File: config.mk
export PLATFORM = sky130hd
export DESIGN_NAME = sc_rr_sys_core
export DESIGN_NICKNAME = d
export VERILOG_FILES = /design/src/rtl/sc_sys_pkg.sv /design/src/rtl/sc_rr_arb.sv /design/src/rtl/sc_rr_sys_core.sv
export SDC_FILE = /design/constraint.sdc
export NUM_CORES = 1
export LEC_CHECK = 0
export CORE_AREA = 2 2 252 154
export DETAILED_ROUTE_END_ITERATION = 10
export DIE_AREA = 0 0 254 156
export PLACE_DENSITY = 0.69
export SLEW_MARGIN = 30
export SYNTH_ARGS = -nofsm -noshare
export SYNTH_HDL_FRONTEND = slang
export SYNTH_SLANG_ARGS = --single-unit
File: constraint.sdc
create_clock -name i_clk -period 4.3 [get_ports i_clk]
set_input_delay 0.86 -clock i_clk [delete_from_list [all_inputs] [get_ports i_clk]]
set_output_delay 0.86 -clock i_clk [all_outputs]
set_load 0.01 [all_outputs]
File: src/rtl/sc_sys_pkg.sv
// Shared constants, types and helpers for the round-robin traffic system core.
package sc_sys_pkg;

    localparam int unsigned LFSR_W = 16;
    // Fibonacci feedback taps 16,14,13,11 -> bits 15,13,12,10
    localparam logic [LFSR_W-1:0] LFSR_TAPS = 16'hB400;

    localparam int unsigned       N_MST_DEF = 4;
    localparam int unsigned       N_SLV_DEF = 4;
    localparam int unsigned       SEQ_W_DEF = 6;
    localparam logic [LFSR_W-1:0] SEED_DEF  = 16'hACE1;

    localparam int unsigned MST_W = $clog2(N_MST_DEF);
    localparam int unsigned SLV_W = $clog2(N_SLV_DEF);

    // Word carried from a master to a slave: source id and sequence number
    typedef struct packed {
        logic [MST_W-1:0]     src;
        logic [SEQ_W_DEF-1:0] seq;
    } word_t;

    typedef enum logic {
        IDLE = 1'b0,
        REQ  = 1'b1
    } mst_state_e;

    function automatic logic [LFSR_W-1:0] lfsr_next(input logic [LFSR_W-1:0] v);
        return {v[LFSR_W-2:0], ^(v & LFSR_TAPS)};
    endfunction

endpackage

File: src/rtl/sc_rr_arb.sv
// N-way round-robin arbiter: one-hot grant, pointer advances past the winner on handshake.
module sc_rr_arb
    import sc_sys_pkg::*;
#(
    parameter int unsigned N = 4
) (
    input  logic         clk_i,
    input  logic         rst_i,
    input  logic [N-1:0] req_i,
    input  logic         hs_i,
    output logic [N-1:0] gnt_o
);

    localparam int unsigned W = $clog2(N);
    localparam logic [W-1:0] PTR_ONE = 1;

    logic [W-1:0] ptr_q, ptr_d;
    logic [W-1:0] idx, gidx;
    logic         found;

    // Scan requests from the pointer upward, wrapping, and grant the first one
    always_comb begin
        gnt_o = '0;
        gidx  = ptr_q;
        idx   = '0;
        found = 1'b0;
        for (int unsigned i = 0; i < N; i++) begin
            idx = ptr_q + W'(i);
            if (!found && req_i[idx]) begin
                found = 1'b1;
                gidx  = idx;
            end
        end
        if (found) begin
            gnt_o[gidx] = 1'b1;
        end
    end

    // Pointer moves to one past the winner only when the transfer completes
    always_comb begin
        ptr_d = ptr_q;
        if (hs_i) begin
            ptr_d = gidx + PTR_ONE;
        end
    end

    // Pointer register
    always_ff @(posedge clk_i) begin
        if (rst_i) begin
            ptr_q <= '0;
        end else begin
            ptr_q <= ptr_d;
        end
    end

endmodule

File: src/rtl/sc_rr_sys_core.sv
// System core: LFSR traffic masters feed sequence-checking slaves through a round-robin crossbar.
module sc_rr_sys_core
    import sc_sys_pkg::*;
#(
    parameter int unsigned       N_MST = N_MST_DEF,
    parameter int unsigned       N_SLV = N_SLV_DEF,
    parameter int unsigned       SEQ_W = SEQ_W_DEF,
    parameter logic [LFSR_W-1:0] SEED  = SEED_DEF
) (
    input  logic        i_clk,
    input  logic        i_resetb,
    output logic        o_err,
    output logic [15:0] o_txn_cnt
);

    localparam int unsigned MW     = $clog2(N_MST);
    localparam int unsigned SW     = $clog2(N_SLV);
    localparam int unsigned WORD_W = MW + SEQ_W;
    localparam logic [SEQ_W-1:0] SEQ_ONE = 1;

    // Master state
    mst_state_e        st_q    [N_MST];
    mst_state_e        st_d    [N_MST];
    logic [SW-1:0]     dest_q  [N_MST];
    logic [SW-1:0]     dest_d  [N_MST];
    logic [SEQ_W-1:0]  wseq_q  [N_MST];
    logic [SEQ_W-1:0]  wseq_d  [N_MST];
    logic [SEQ_W-1:0]  seq_q   [N_MST][N_SLV];
    logic [SEQ_W-1:0]  seq_d   [N_MST][N_SLV];
    logic [LFSR_W-1:0] mlfsr_q [N_MST];
    logic [N_MST-1:0]  mst_rdy;

    // Slave state
    logic [LFSR_W-1:0] slfsr_q [N_SLV];
    logic [SEQ_W-1:0]  exp_q   [N_SLV][N_MST];
    logic [SEQ_W-1:0]  exp_d   [N_SLV][N_MST];
    logic              err_q, err_d;
    logic [15:0]       cnt_q, cnt_d;
    logic [N_SLV-1:0]  slv_rdy;
    logic [N_SLV-1:0]  slv_hs;

    // Arbitration and crossbar
    logic [N_MST-1:0]               arb_req [N_SLV];
    logic [N_MST-1:0]               gnt     [N_SLV];
    logic [N_SLV-1:0][WORD_W-1:0]   xbar_c;
    logic [N_SLV-1:0][WORD_W-1:0]   slv_word;

    for (genvar s = 0; s < N_SLV; s++) begin : g_arb
        sc_rr_arb #(.N(N_MST)) u_arb (
            .clk_i (i_clk),
            .rst_i (i_resetb),
            .req_i (arb_req[s]),
            .hs_i  (slv_hs[s]),
            .gnt_o (gnt[s])
        );
    end

    // Each arbiter sees the masters currently requesting its slave
    always_comb begin
        for (int unsigned s = 0; s < N_SLV; s++) begin
            for (int unsigned m = 0; m < N_MST; m++) begin
                arb_req[s][m] = (st_q[m] == REQ) && (dest_q[m] == SW'(s));
            end
        end
    end

    // Slave ready, handshake detect and AND-OR data select of the granted master
    always_comb begin
        for (int unsigned s = 0; s < N_SLV; s++) begin
            slv_rdy[s] = slfsr_q[s][1] | slfsr_q[s][0];
            slv_hs[s]  = (|gnt[s]) & slv_rdy[s];
            xbar_c[s]  = '0;
            for (int unsigned m = 0; m < N_MST; m++) begin
                if (gnt[s][m]) begin
                    xbar_c[s] = xbar_c[s] | {MW'(m), wseq_q[m]};
                end
            end
        end
    end

    assign slv_word = xbar_c;

    // Master ready: granted by its destination arbiter and that slave is ready
    always_comb begin
        for (int unsigned m = 0; m < N_MST; m++) begin
            mst_rdy[m] = gnt[dest_q[m]][m] & slv_rdy[dest_q[m]];
        end
    end

    // Master FSM next state: latch a destination and word, hold it until accepted
    always_comb begin
        st_d   = st_q;
        dest_d = dest_q;
        wseq_d = wseq_q;
        seq_d  = seq_q;
        for (int unsigned m = 0; m < N_MST; m++) begin
            case (st_q[m])
                IDLE: begin
                    if (mlfsr_q[m][0]) begin
                        st_d[m]   = REQ;
                        dest_d[m] = mlfsr_q[m][SW:1];
                        wseq_d[m] = seq_q[m][mlfsr_q[m][SW:1]];
                    end
                end
                REQ: begin
                    if (mst_rdy[m]) begin
                        st_d[m]              = IDLE;
                        seq_d[m][dest_q[m]]  = seq_q[m][dest_q[m]] + SEQ_ONE;
                    end
                end
                default: st_d[m] = IDLE;
            endcase
        end
    end

    // Slave checking and handshake counting
    always_comb begin
        exp_d = exp_q;
        err_d = err_q;
        cnt_d = cnt_q;
        for (int unsigned s = 0; s < N_SLV; s++) begin
            if (slv_hs[s]) begin
                if (slv_word[s][SEQ_W-1:0] != exp_q[s][slv_word[s][WORD_W-1:SEQ_W]]) begin
                    err_d = 1'b1;
                end
                exp_d[s][slv_word[s][WORD_W-1:SEQ_W]] = slv_word[s][SEQ_W-1:0] + SEQ_ONE;
                cnt_d = cnt_d + 16'd1;
            end
        end
    end

    // State registers; LFSRs reload their seeds in reset and free-run otherwise
    always_ff @(posedge i_clk) begin
        if (i_resetb) begin
            for (int unsigned m = 0; m < N_MST; m++) begin
                st_q[m]    <= IDLE;
                dest_q[m]  <= '0;
                wseq_q[m]  <= '0;
                mlfsr_q[m] <= SEED ^ LFSR_W'(m + 1);
                for (int unsigned d = 0; d < N_SLV; d++) begin
                    seq_q[m][d] <= '0;
                end
            end
            for (int unsigned s = 0; s < N_SLV; s++) begin
                slfsr_q[s] <= SEED ^ (LFSR_W'(16'h0100) << s);
                for (int unsigned m = 0; m < N_MST; m++) begin
                    exp_q[s][m] <= '0;
                end
            end
            err_q <= 1'b0;
            cnt_q <= '0;
        end else begin
            st_q   <= st_d;
            dest_q <= dest_d;
            wseq_q <= wseq_d;
            seq_q  <= seq_d;
            exp_q  <= exp_d;
            err_q  <= err_d;
            cnt_q  <= cnt_d;
            for (int unsigned m = 0; m < N_MST; m++) begin
                mlfsr_q[m] <= lfsr_next(mlfsr_q[m]);
            end
            for (int unsigned s = 0; s < N_SLV; s++) begin
                slfsr_q[s] <= lfsr_next(slfsr_q[s]);
            end
        end
    end

    assign o_err     = err_q;
    assign o_txn_cnt = cnt_q;

endmodule

==> results.md <==
- Pint: between 6 and 7 mW
- Largest area contributor in the netlist: dfxtp_1
- CTS H-tree depth: 2
- Total GRT Usage: 0.2231
- Top post-synthesis cells by area: dfxtp_1 (42%), mux4_2 (6.0%), nor2_1 (5.8%)
- Net Count, Synth: 1979
- Minimum clock period: about 4 ns
- Final Slew Violations: 0
- Setup-failing EPs final: 0
- Share of layout cells above drive strength 1: 0.1480
- WP data required: 4.75 ns
- Pin count of the biggest net entering global routing: 131
- Vias in the first global route: approximately 14000
- Clk root buf: clkbuf_16
- Flops & latches, synth: 381
- GR Overflow Total: 0
- Placed cells: between 2000 and 2500
- Fraction of the mapped netlist area in simple logic gates: 0.2024
- DR WL met3: 4.385 mm
- I/O Buffers: 18
- HPWL Detailed: 31.32 mm
- Top-count cell post-synth: dfxtp_1
- Worst Clk Skew: 0.02590 ns
- Vias: approximately 15000
- Met1 wire length: 21.99 mm
- FFs w/ async S/R, synth: 0
- First-pass GRT wire length: 71.72 mm
- Worst slew pin tran: 0.8770 ns
- Startpoint types: flop
- Final Net Count: 1989
- Switching power: 2.754 mW
- Area of the multi-input gates: 9913 sq um
- Clock sink total: 381
- CP Max Fanout: 14
- Fill count: 3327
- Post-Syn Instances: 1949
- # hold bufs at CTS: 0
- Post-Synth Adder-Cell Area: 0.01937
- Residual DRC count: 0
- Number of flops mapped to enable cells by yosys: 0
- Ys flop type: dfxtp_1
- Slew headroom: 0.4132
- Synth Area in Compound Gates: 0.1503
- Routed WL: between 40 and 50 mm
- Initial antenna violation count: 0
- Max Cap Violations: 0
- Worst setup EP type: flop
- Run status: finished clean
- Gp weighted congestion: 0.9195
- Starting DRT DRC Count: 1733
- Post-synth cell types: 77
- Via density: 5.807
- Die area: just under 40000 sq um
- Tcrit/Tclk final: 0.9506
- Seq/Total Area, Yosys: 0.4217
- Power density over cell area: 455.5 nW/um^2
- Synth cell count leaders: dfxtp_1 (381), nor2_1 (278), nand2_1 (161)
- Avg WL per Cell: 17.82 um
- Layout area overhead: 12.59%
- Net Sw Frac: 0.2969
- CP arrival: 4.54 ns
- Row count: 55
- Synth warn: 0
- Total power: 9.276 mW
- Met2 Wirelength: 17.50 mm
- Die height: 156 um
- Clock-pin slew on the worst setup and hold paths: 0.06 ns
- Antenna-violating nets left: 0
- Comb pwr share: 0.210
- Achievable Freq: 244.6 MHz
- Chip width: 254 um
- Share of power burned in registers: 0.421
- Total CTS buffers: 38
- Avg Cell Area, Syn: 9.280 sq um
- Antenna cells: 0
- WS Path Type: flop to flop
- Io pins: 19
- First-pass DRT Iterations: 6
- CTS tree: yes
- Clock power share: 0.369
- Final hold violations: 0
- Hold WC Path Type: flop to flop
- Post-synthesis xor/xnor area fraction: 0.05707
- Register area: 7629 sq um
- Mapped Area: ~18000 sq um
- Deepest clock path buffer count: 3
- Uppermost layer routed: met5
- Combinational family with the most area after synthesis: simple AND/OR/NAND/NOR gates
- Total core area: approximately 37000 sq um
- Initial Util: 0.4849
- Lkg Pwr: around 7.5 nW
- Synth top area share: 0.4217
- Max IR drop VDD: around 0.32 mV
- Clock latency at the later pin of the worst-skew pair: between 0.5 and 0.6 ns
- Post-synthesis mux area share: 0.1153
- Post-Layout Cell Count: 2499
==> kinds of logic after synthesis <==
family          count (synthesis)
fa+ha+maj                      28
flops                         381
mux                           148
buf+inv                       152
xor+xnor                      117
simple gates                  747
compound gates                376
==> flip-flops by register name (all words and copies together), names as in the netlist <==
signal             cells
o_txn_cnt             16
o_err                  1
slfsr_q               64
exp_q                 96
g_arb.u_arb.ptr_q      8
st_q                   4
mlfsr_q               64
wseq_q                24
seq_q                 96
dest_q                 8
==> placed cells by master, fill, tap and decap left out, types with 48 or more instances in the layout <==
master / netlist / layout
nor2_1: 278 / 277
nand2_1: 161 / 161
a211oi_1: 94 / 94
dfxtp_1: 381 / 380
nor2b_1: 74 / 71
mux4_2: 48 / 48
mux2i_1: 98 / 98
xnor2_1: 77 / 77
or2_2: 68 / 68
buf_4: 3 / 69
a21oi_1: 76 / 76
a22oi_1: 63 / 63
==> through the flow <==
stage | util | hold WS, ns | setup WS (ns) | setup TNS [ns] | cell area [sq um]
2_1_floorplan | - | 0.3895 | 0.08907 | 0 | 18090
3_3_place_gp | 0.5084 | 0.3904 | 0.1613 | 0 | 18960
3_5_place_dp | 0.5087 | 0.3928 | 0.008564 | 0 | 18970
4_1_cts | 0.5436 | 0.4046 | 0.0005294 | 0 | 20280
5_1_grt | 0.5460 | 0.4188 | -0.006766 | -0.006766 | 20360
6_report | 0.5460 | 0.4061 | 0.2123 | 0 | 20360
==> power by group through the flow <==
stage / logic (mW) / registers (mW) / clock network, mW
global placement: 1.80 / 3.97 / 0
finish: 1.95 / 3.90 / 3.43
global route: 2.12 / 3.92 / 3.66
floorplan: 1.35 / 3.91 / 0
CTS: 1.86 / 3.90 / 3.51
detailed placement: 1.84 / 3.97 / 0
==> critical path, cell delays in order (launching register included) <==
cell,delay (ns)
dfxtp_1,0.34
buf_4,0.21
or3b_2,0.58
a41oi_1,0.49
xnor2_1,0.20
xnor2_2,0.25
nor3_2,0.38
nand3_2,0.21
nor3_2,0.24
xor2_1,0.32
nand3b_1,0.24
or3_1,0.39
a21oi_1,0.13
==> cell type report <==
| cell class | count | area share |
|---|---|---|
| repair buffers | 92 | 0.03816 |
| clock inverters | 17 | 0.008848 |
| inverters | 30 | 0.005530 |
| multi-input cells | 1416 | 0.4868 |
| flip-flops and latches | 381 | 0.3746 |
| well taps | 513 | 0.03152 |
| clock buffers | 50 | 0.05450 |
==> per-layer routing <==
layer,vias to the layer above,global-route usage
met4,2,0.04874
met1,6886,0.3488
met3,52,0.05422
met5,-,0.007453
met2,613,0.3025
li1,6958,-
==> path summary, 6_finish.rpt <==
check | from | cells after the start | endpoint | slack, ns
hold reg to reg | slfsr_q[1][5]$_SDFF_PP1_ | 1 | slfsr_q[1][6]$_SDFF_PP1_ | 0.41
setup / recovery | dest_q[6]$_SDFFE_PP0P_ | 12 | o_txn_cnt[12]$_SDFF_PP0_ | 0.21
hold / removal | slfsr_q[1][5]$_SDFF_PP1_ | 1 | slfsr_q[1][6]$_SDFF_PP1_ | 0.41
setup reg to reg | dest_q[6]$_SDFFE_PP0P_ | 12 | o_txn_cnt[12]$_SDFF_PP0_ | 0.21
==> repair_timing <==
item                       4_1_cts  5_1_grt
pin swaps                        1        3
setup buffers                    2        2
resized for setup                0       19
setup endpoints to repair        1        4
(Power assumes the default switching activity.)
